### src/rtl/muldiv_ctrl.sv
// HI/LO multiply/divide controller: 2-cycle multiply, 32-step restoring divide, MTHI/MTLO.
// Build option MULDIV_DIV_ZERO_SHORTCUT_EN: a zero-divisor DIV/DIVU skips the iteration phase.
module muldiv_ctrl (
  input  logic        clk,
  input  logic        rst,
  input  logic        flush,
  input  logic        op_valid,
  input  logic [2:0]  op,
  input  logic [31:0] src_a,
  input  logic [31:0] src_b,
  input  logic        hilo_read,
  output logic [31:0] hi,
  output logic [31:0] lo,
  output logic        busy,
  output logic        stall,
  output logic        done
);

  // state    | meaning
  // IDLE     | ready; accepts MUL/DIV, applies MTHI/MTLO directly
  // MUL1     | form 64-bit product from latched operands
  // MUL2     | commit product to HI/LO
  // DIV_ITER | one restoring step per cycle, 32 steps
  // DIV_FIX  | sign fix-up / divide-by-zero result, commit to HI/LO
  localparam logic [2:0] S_IDLE     = 3'd0;
  localparam logic [2:0] S_MUL1     = 3'd1;
  localparam logic [2:0] S_MUL2     = 3'd2;
  localparam logic [2:0] S_DIV_ITER = 3'd3;
  localparam logic [2:0] S_DIV_FIX  = 3'd4;

  localparam logic [2:0] OP_MULT  = 3'd0;
  localparam logic [2:0] OP_MULTU = 3'd1;
  localparam logic [2:0] OP_DIV   = 3'd2;
  localparam logic [2:0] OP_DIVU  = 3'd3;
  localparam logic [2:0] OP_MTHI  = 3'd4;
  localparam logic [2:0] OP_MTLO  = 3'd5;

  logic [2:0]  r_state;
  logic [4:0]  r_cnt;
  logic [31:0] r_hi;
  logic [31:0] r_lo;
  logic [31:0] r_a;
  logic [31:0] r_b;
  logic        r_signed;
  logic [63:0] r_prod;
  logic [31:0] r_rem;
  logic [31:0] r_quo;
  logic        r_neg_q;
  logic        r_neg_r;
  logic        r_div_zero;

  logic        w_accept;
  logic        w_op_signed;
  logic [31:0] w_abs_a;
  logic [31:0] w_abs_b;
  logic [2:0]  w_div_start;
  logic [63:0] w_a_ext;
  logic [63:0] w_b_ext;
  logic [32:0] w_rem_shift;
  logic [32:0] w_trial;
  logic        w_fits;
  logic [31:0] w_rem_next;
  logic [31:0] w_quo_next;
  logic [31:0] w_q_fix;
  logic [31:0] w_r_fix;
  logic [31:0] w_a_fix;

  assign hi    = r_hi;
  assign lo    = r_lo;
  assign busy  = (r_state != S_IDLE);
  assign stall = busy & (op_valid | hilo_read);
  assign done  = ((r_state == S_MUL2) || (r_state == S_DIV_FIX)) && !flush && !rst;

  assign w_accept    = (r_state == S_IDLE) && op_valid && !flush;
  assign w_op_signed = (op == OP_MULT) || (op == OP_DIV);
  assign w_abs_a     = (w_op_signed && src_a[31]) ? (~src_a + 32'd1) : src_a;
  assign w_abs_b     = (w_op_signed && src_b[31]) ? (~src_b + 32'd1) : src_b;

`ifdef MULDIV_DIV_ZERO_SHORTCUT_EN
  assign w_div_start = (src_b == 32'd0) ? S_DIV_FIX : S_DIV_ITER;
`else
  assign w_div_start = S_DIV_ITER;
`endif

  // Sign-extend only for MULT; the low 64 bits of the 64x64 product are exact either way.
  assign w_a_ext = {{32{r_signed & r_a[31]}}, r_a};
  assign w_b_ext = {{32{r_signed & r_b[31]}}, r_b};

  // Remainder stays below the divisor, so bit 32 of the trial is a clean borrow flag.
  assign w_rem_shift = {r_rem, r_quo[31]};
  assign w_trial     = w_rem_shift - {1'b0, r_b};
  assign w_fits      = ~w_trial[32];
  assign w_rem_next  = w_fits ? w_trial[31:0] : w_rem_shift[31:0];
  assign w_quo_next  = {r_quo[30:0], w_fits};

  assign w_q_fix = r_neg_q ? (~r_quo + 32'd1) : r_quo;
  assign w_r_fix = r_neg_r ? (~r_rem + 32'd1) : r_rem;
  assign w_a_fix = r_neg_r ? (~r_a + 32'd1) : r_a;

  always_ff @(posedge clk) begin
    if (rst) begin
      r_state    <= S_IDLE;
      r_cnt      <= 5'd0;
      r_hi       <= 32'd0;
      r_lo       <= 32'd0;
      r_a        <= 32'd0;
      r_b        <= 32'd0;
      r_signed   <= 1'b0;
      r_prod     <= 64'd0;
      r_rem      <= 32'd0;
      r_quo      <= 32'd0;
      r_neg_q    <= 1'b0;
      r_neg_r    <= 1'b0;
      r_div_zero <= 1'b0;
    end else begin
      case (r_state)
        S_IDLE: begin
          if (w_accept) begin
            case (op)
              OP_MTHI: r_hi <= src_a;
              OP_MTLO: r_lo <= src_a;
              OP_MULT, OP_MULTU: begin
                r_a      <= src_a;
                r_b      <= src_b;
                r_signed <= w_op_signed;
                r_state  <= S_MUL1;
              end
              OP_DIV, OP_DIVU: begin
                r_a        <= w_abs_a;
                r_b        <= w_abs_b;
                r_quo      <= w_abs_a;
                r_rem      <= 32'd0;
                r_cnt      <= 5'd31;
                r_signed   <= w_op_signed;
                r_neg_q    <= w_op_signed && (src_a[31] ^ src_b[31]);
                r_neg_r    <= w_op_signed && src_a[31];
                r_div_zero <= (src_b == 32'd0);
                r_state    <= w_div_start;
              end
              default: ;
            endcase
          end
        end
        S_MUL1: begin
          if (flush) begin
            r_state <= S_IDLE;
          end else begin
            r_prod  <= w_a_ext * w_b_ext;
            r_state <= S_MUL2;
          end
        end
        S_MUL2: begin
          r_state <= S_IDLE;
          if (!flush) begin
            r_hi <= r_prod[63:32];
            r_lo <= r_prod[31:0];
          end
        end
        S_DIV_ITER: begin
          if (flush) begin
            r_state <= S_IDLE;
          end else begin
            r_rem <= w_rem_next;
            r_quo <= w_quo_next;
            if (r_cnt == 5'd0) begin
              r_state <= S_DIV_FIX;
            end else begin
              r_cnt <= r_cnt - 5'd1;
            end
          end
        end
        S_DIV_FIX: begin
          r_state <= S_IDLE;
          if (!flush) begin
            // Zero divisor: HI gets the original dividend back, LO all ones, in either build.
            if (r_div_zero) begin
              r_hi <= w_a_fix;
              r_lo <= 32'hFFFF_FFFF;
            end else begin
              r_hi <= w_r_fix;
              r_lo <= w_q_fix;
            end
          end
        end
        default: r_state <= S_IDLE;
      endcase
    end
  end

endmodule

### config.mk
export PLATFORM = sky130hd
export DESIGN_NAME = muldiv_ctrl
export DESIGN_NICKNAME = d
export VERILOG_FILES = /design/src/rtl/muldiv_ctrl.sv
export SDC_FILE = /design/constraint.sdc
export NUM_CORES = 2
export LEC_CHECK = 0
export CAP_MARGIN = 0
export CORE_UTILIZATION = 35
export DETAILED_ROUTE_END_ITERATION = 7
export GPL_TIMING_DRIVEN = 0
export SLEW_MARGIN = 30
export SYNTH_ARGS = -nofsm -noshare
export SYNTH_HDL_FRONTEND = slang
export SYNTH_SLANG_ARGS = --single-unit
### constraint.sdc
create_clock -name clk -period 24.7 [get_ports clk]
set_input_delay 3.705 -clock clk [delete_from_list [all_inputs] [get_ports clk]]
set_output_delay 3.705 -clock clk [all_outputs]
set_load 0.03 [all_outputs]
==> impl_results.md <==
* Status: complete, no violations
* Filler Cell Count at 15800
* CP Max Fanout at 10
* Initial antenna violation count at 30
* Post-synth EDFFs at 0
* Gate Count Post-Synth at 6302
* Reg area at 0.00537 mm2
* Dpl ws at 14120 ps
* Ys flop type: dfxtp_1
* Sequential fraction of the synthesis area at 0.0995
* Total routed wirelength at 239 mm
* Post-CTS Setup Inserts at 0
* # port buffers at 123
* Max Cap Violations at 0
* Max Freq at 91.2 MHz
* Layout Nets at 7919
* Min-delay worst type: reg -> reg
* Maximum clock path buffer count at 3
* Final Skew at 49.2 ps
* Syn avg cell area at 8.56 um2
* Req. time, crit path at 25240 ps
* Drt drc at 0
* Final setup viols at 0
* Worst-margin pin slew at 1170 ps
* Synth Area in XOR/XNOR at 0.0307
* DR pass1 iterations at 8
* Post-synth ARST share at 0
* Hold_buf cts at 0
* Clk pin slew, worst setup/hold paths at 70 ps
* Detailed Place HPWL at 199 mm
* Synth Area in Compound Gates at 0.114
* Post-route setup slack at 13730 ps
* Worst-Skew Late Latency at 650 ps
* CTS Buf Count at 30
* Slew Limit Fails at 0
* R2r startpoint: r_signed
* Yosys warns at 0
* Synth-to-Final Area Change at 9.62%
* I/O pins at 139
* Multiplexer share of the synthesized area at 0.00489
* CP Capture Type: flop
* Most common cell after layout, fill and taps aside: inv_1
* Fin. Hold Viols at 0
* Syn Nets at 7751
* Vias in the first global route at 48700
* H-tree levels at 1
* Horiz. Die Dim at 395 um
* CTS tree: yes
* Core Rows at 143
* Setup Crit Path Kind: reg -> reg
* Ratio of cells with drive above 1 in the final layout at 0.0266
* DR WL/cell at 27.9 um
* Multi-input logic area at 0.0426 mm2
* GRT overflow at 0
* Root buffer cell: clkbuf_16
* Critical path startpoint: r_signed
* Setup_tns at 0 ps
* Most frequent cells in the layout: inv_1 (1167), fa_1 (1125), nand2_1 (944)
* Mapped Area at 0.0539 mm2
* Largest net degree at the start of global routing at 21
* Synth Area in Adders at 0.476
* Minimum clock period at 10970 ps
* Initial Util at 0.354
* Post-route ant nets at 0
* Synth Register Bits at 268
* Core Region at 0.152 mm2
* Drt initial violations at 5291
* Vias after detailed routing at 47700
* Hold Crit Start: r_prod[3]
* Total GRT Usage at 0.306
* Tcrit/Tclk final at 0.444
* Largest family of logic cells by synthesized area: adder cells
* Synth Area in Simple Gates at 0.164
* First-pass GRT wire length at 344 mm
* Via/cell ratio at 5.58
* CP startpoint kind: flop
* Post-CTS sizing at 0
* TritonCTS Sinks at 268
* Normalized max-slew margin at 0.222
* Die Area at 0.156 mm2
* GPL Wtd Cong at 1.00
* Die Y at 395 um
* CP arrival at 11510 ps
* RSZ-0062 raised after global routing: false
* Yosys cell types at 79
* Maximum vdd drop at 48.7 uV
* Leak pwr at 26.0 nW
* Pwr per Cell Area at 25.7 mW/mm2
[area by class of cell]
cell class	count	share of cell area
multi-input combinational	4443	0.721
timing repair buffer	136	0.0245
sequential	268	0.0907
inverter	1171	0.0743
clock inverter	20	0.00413
antenna	28	0.00118
tap	2030	0.0430
clock buffer	36	0.0134
buffer	420	0.0281
[registers in the layout, indices dropped and copies added, names as in the netlist]
signal / cells
r_neg_r: 1
r_b: 32
r_cnt: 5
r_signed: 1
r_quo: 32
r_div_zero: 1
r_neg_q: 1
r_state: 3
r_a: 32
hi: 32
r_rem: 32
lo: 32
r_prod: 64
[power breakdown]
group	internal, mW	switching, mW
sequential	0.444	0.0171
clock	0.266	0.226
combinational	0.168	0.401
[through the flow]
stage                     hold slack, ps  instances  instance area, um2  power (mW)   util
after detailed placement             454       8464               58000        1.02  0.380
final                                463       8552               59100        1.52  0.388
after floorplan                      425       6302               53900       0.770      -
after global routing                 478       8528               59100        1.57  0.388
after global placement               448       8455               57700        1.01  0.379
after CTS                            463       8520               59000        1.50  0.387
[worst paths after layout]
check	slack, ps	depth (start not counted)	endpoint
setup / recovery	13730	27	r_prod[61]
setup reg to reg	13730	27	r_prod[61]
hold / removal	460	2	r_prod[3]
hold reg to reg	460	2	r_prod[3]
[per-layer routing]
metal	wire length, um	share of wire	GRT usage	up-vias
met3	24900	0.10	0.0732	517
li1	-	-	-	20000
met5	23	0.000096	0.00277	-
met4	12400	0.052	0.133	4
met1	95100	0.40	0.401	24600
met2	106000	0.45	0.479	2688
[Yosys cell counts, types with 16 or more instances]
| cell type | instances | area share |
|---|---|---|
| inv_1 | 1167 | 0.081 |
| fa_1 | 1126 | 0.42 |
| nand2_1 | 944 | 0.066 |
| clkbuf_1 | 390 | 0.027 |
| nor2_1 | 336 | 0.023 |
| and2_1 | 326 | 0.038 |
| dfxtp_1 | 268 | 0.099 |
| ha_1 | 251 | 0.058 |
| a21oi_1 | 249 | 0.023 |
| o21ai_0 | 183 | 0.017 |
| xnor2_1 | 119 | 0.019 |
| a211oi_1 | 93 | 0.013 |
| xor2_1 | 70 | 0.011 |
| a22oi_1 | 58 | 0.0081 |
| nand3_1 | 58 | 0.0054 |
| a21o_1 | 55 | 0.0077 |
| a311oi_1 | 52 | 0.0084 |
| nor3_1 | 44 | 0.0041 |
| or3_1 | 36 | 0.0042 |
| o31ai_1 | 31 | 0.0043 |
| a2111oi_0 | 29 | 0.0047 |
| and3_1 | 27 | 0.0031 |
| a221oi_1 | 26 | 0.0042 |
| buf_1 | 25 | 0.0017 |
| mux2i_1 | 23 | 0.0043 |
| or4_1 | 23 | 0.0032 |
| nor4_1 | 19 | 0.0022 |
| nand2b_1 | 18 | 0.0021 |
| nand3b_1 | 18 | 0.0025 |
| o21bai_1 | 17 | 0.0024 |
| or2_2 | 16 | 0.0019 |
[logic make-up after synthesis]
kind of cell / after synthesis
compound gates: 928
xor+xnor: 189
simple gates: 1924
flops: 268
buf+inv: 1591
mux: 25
fa+ha+maj: 1377
[worst max-delay path: stages (launching register included)]
cell and delay [ps]:
dfxtp_1 310, clkbuf_1 650, and2_1 230, clkbuf_1 360, clkbuf_1 740, nand2_1 210
inv_1 220, fa_1 510, fa_1 660, fa_2 530, inv_1 490, fa_1 570
inv_1 100, fa_1 460, fa_1 520, fa_1 490, inv_1 50, fa_1 730
inv_1 90, ha_1 290, clkbuf_1 360, nand2_1 160, nor3_1 610, o2111ai_1 390
a211oi_1 500, a311oi_1 230, a211o_1 300, o211ai_1 80
Power figures use the tool's default switching activity.
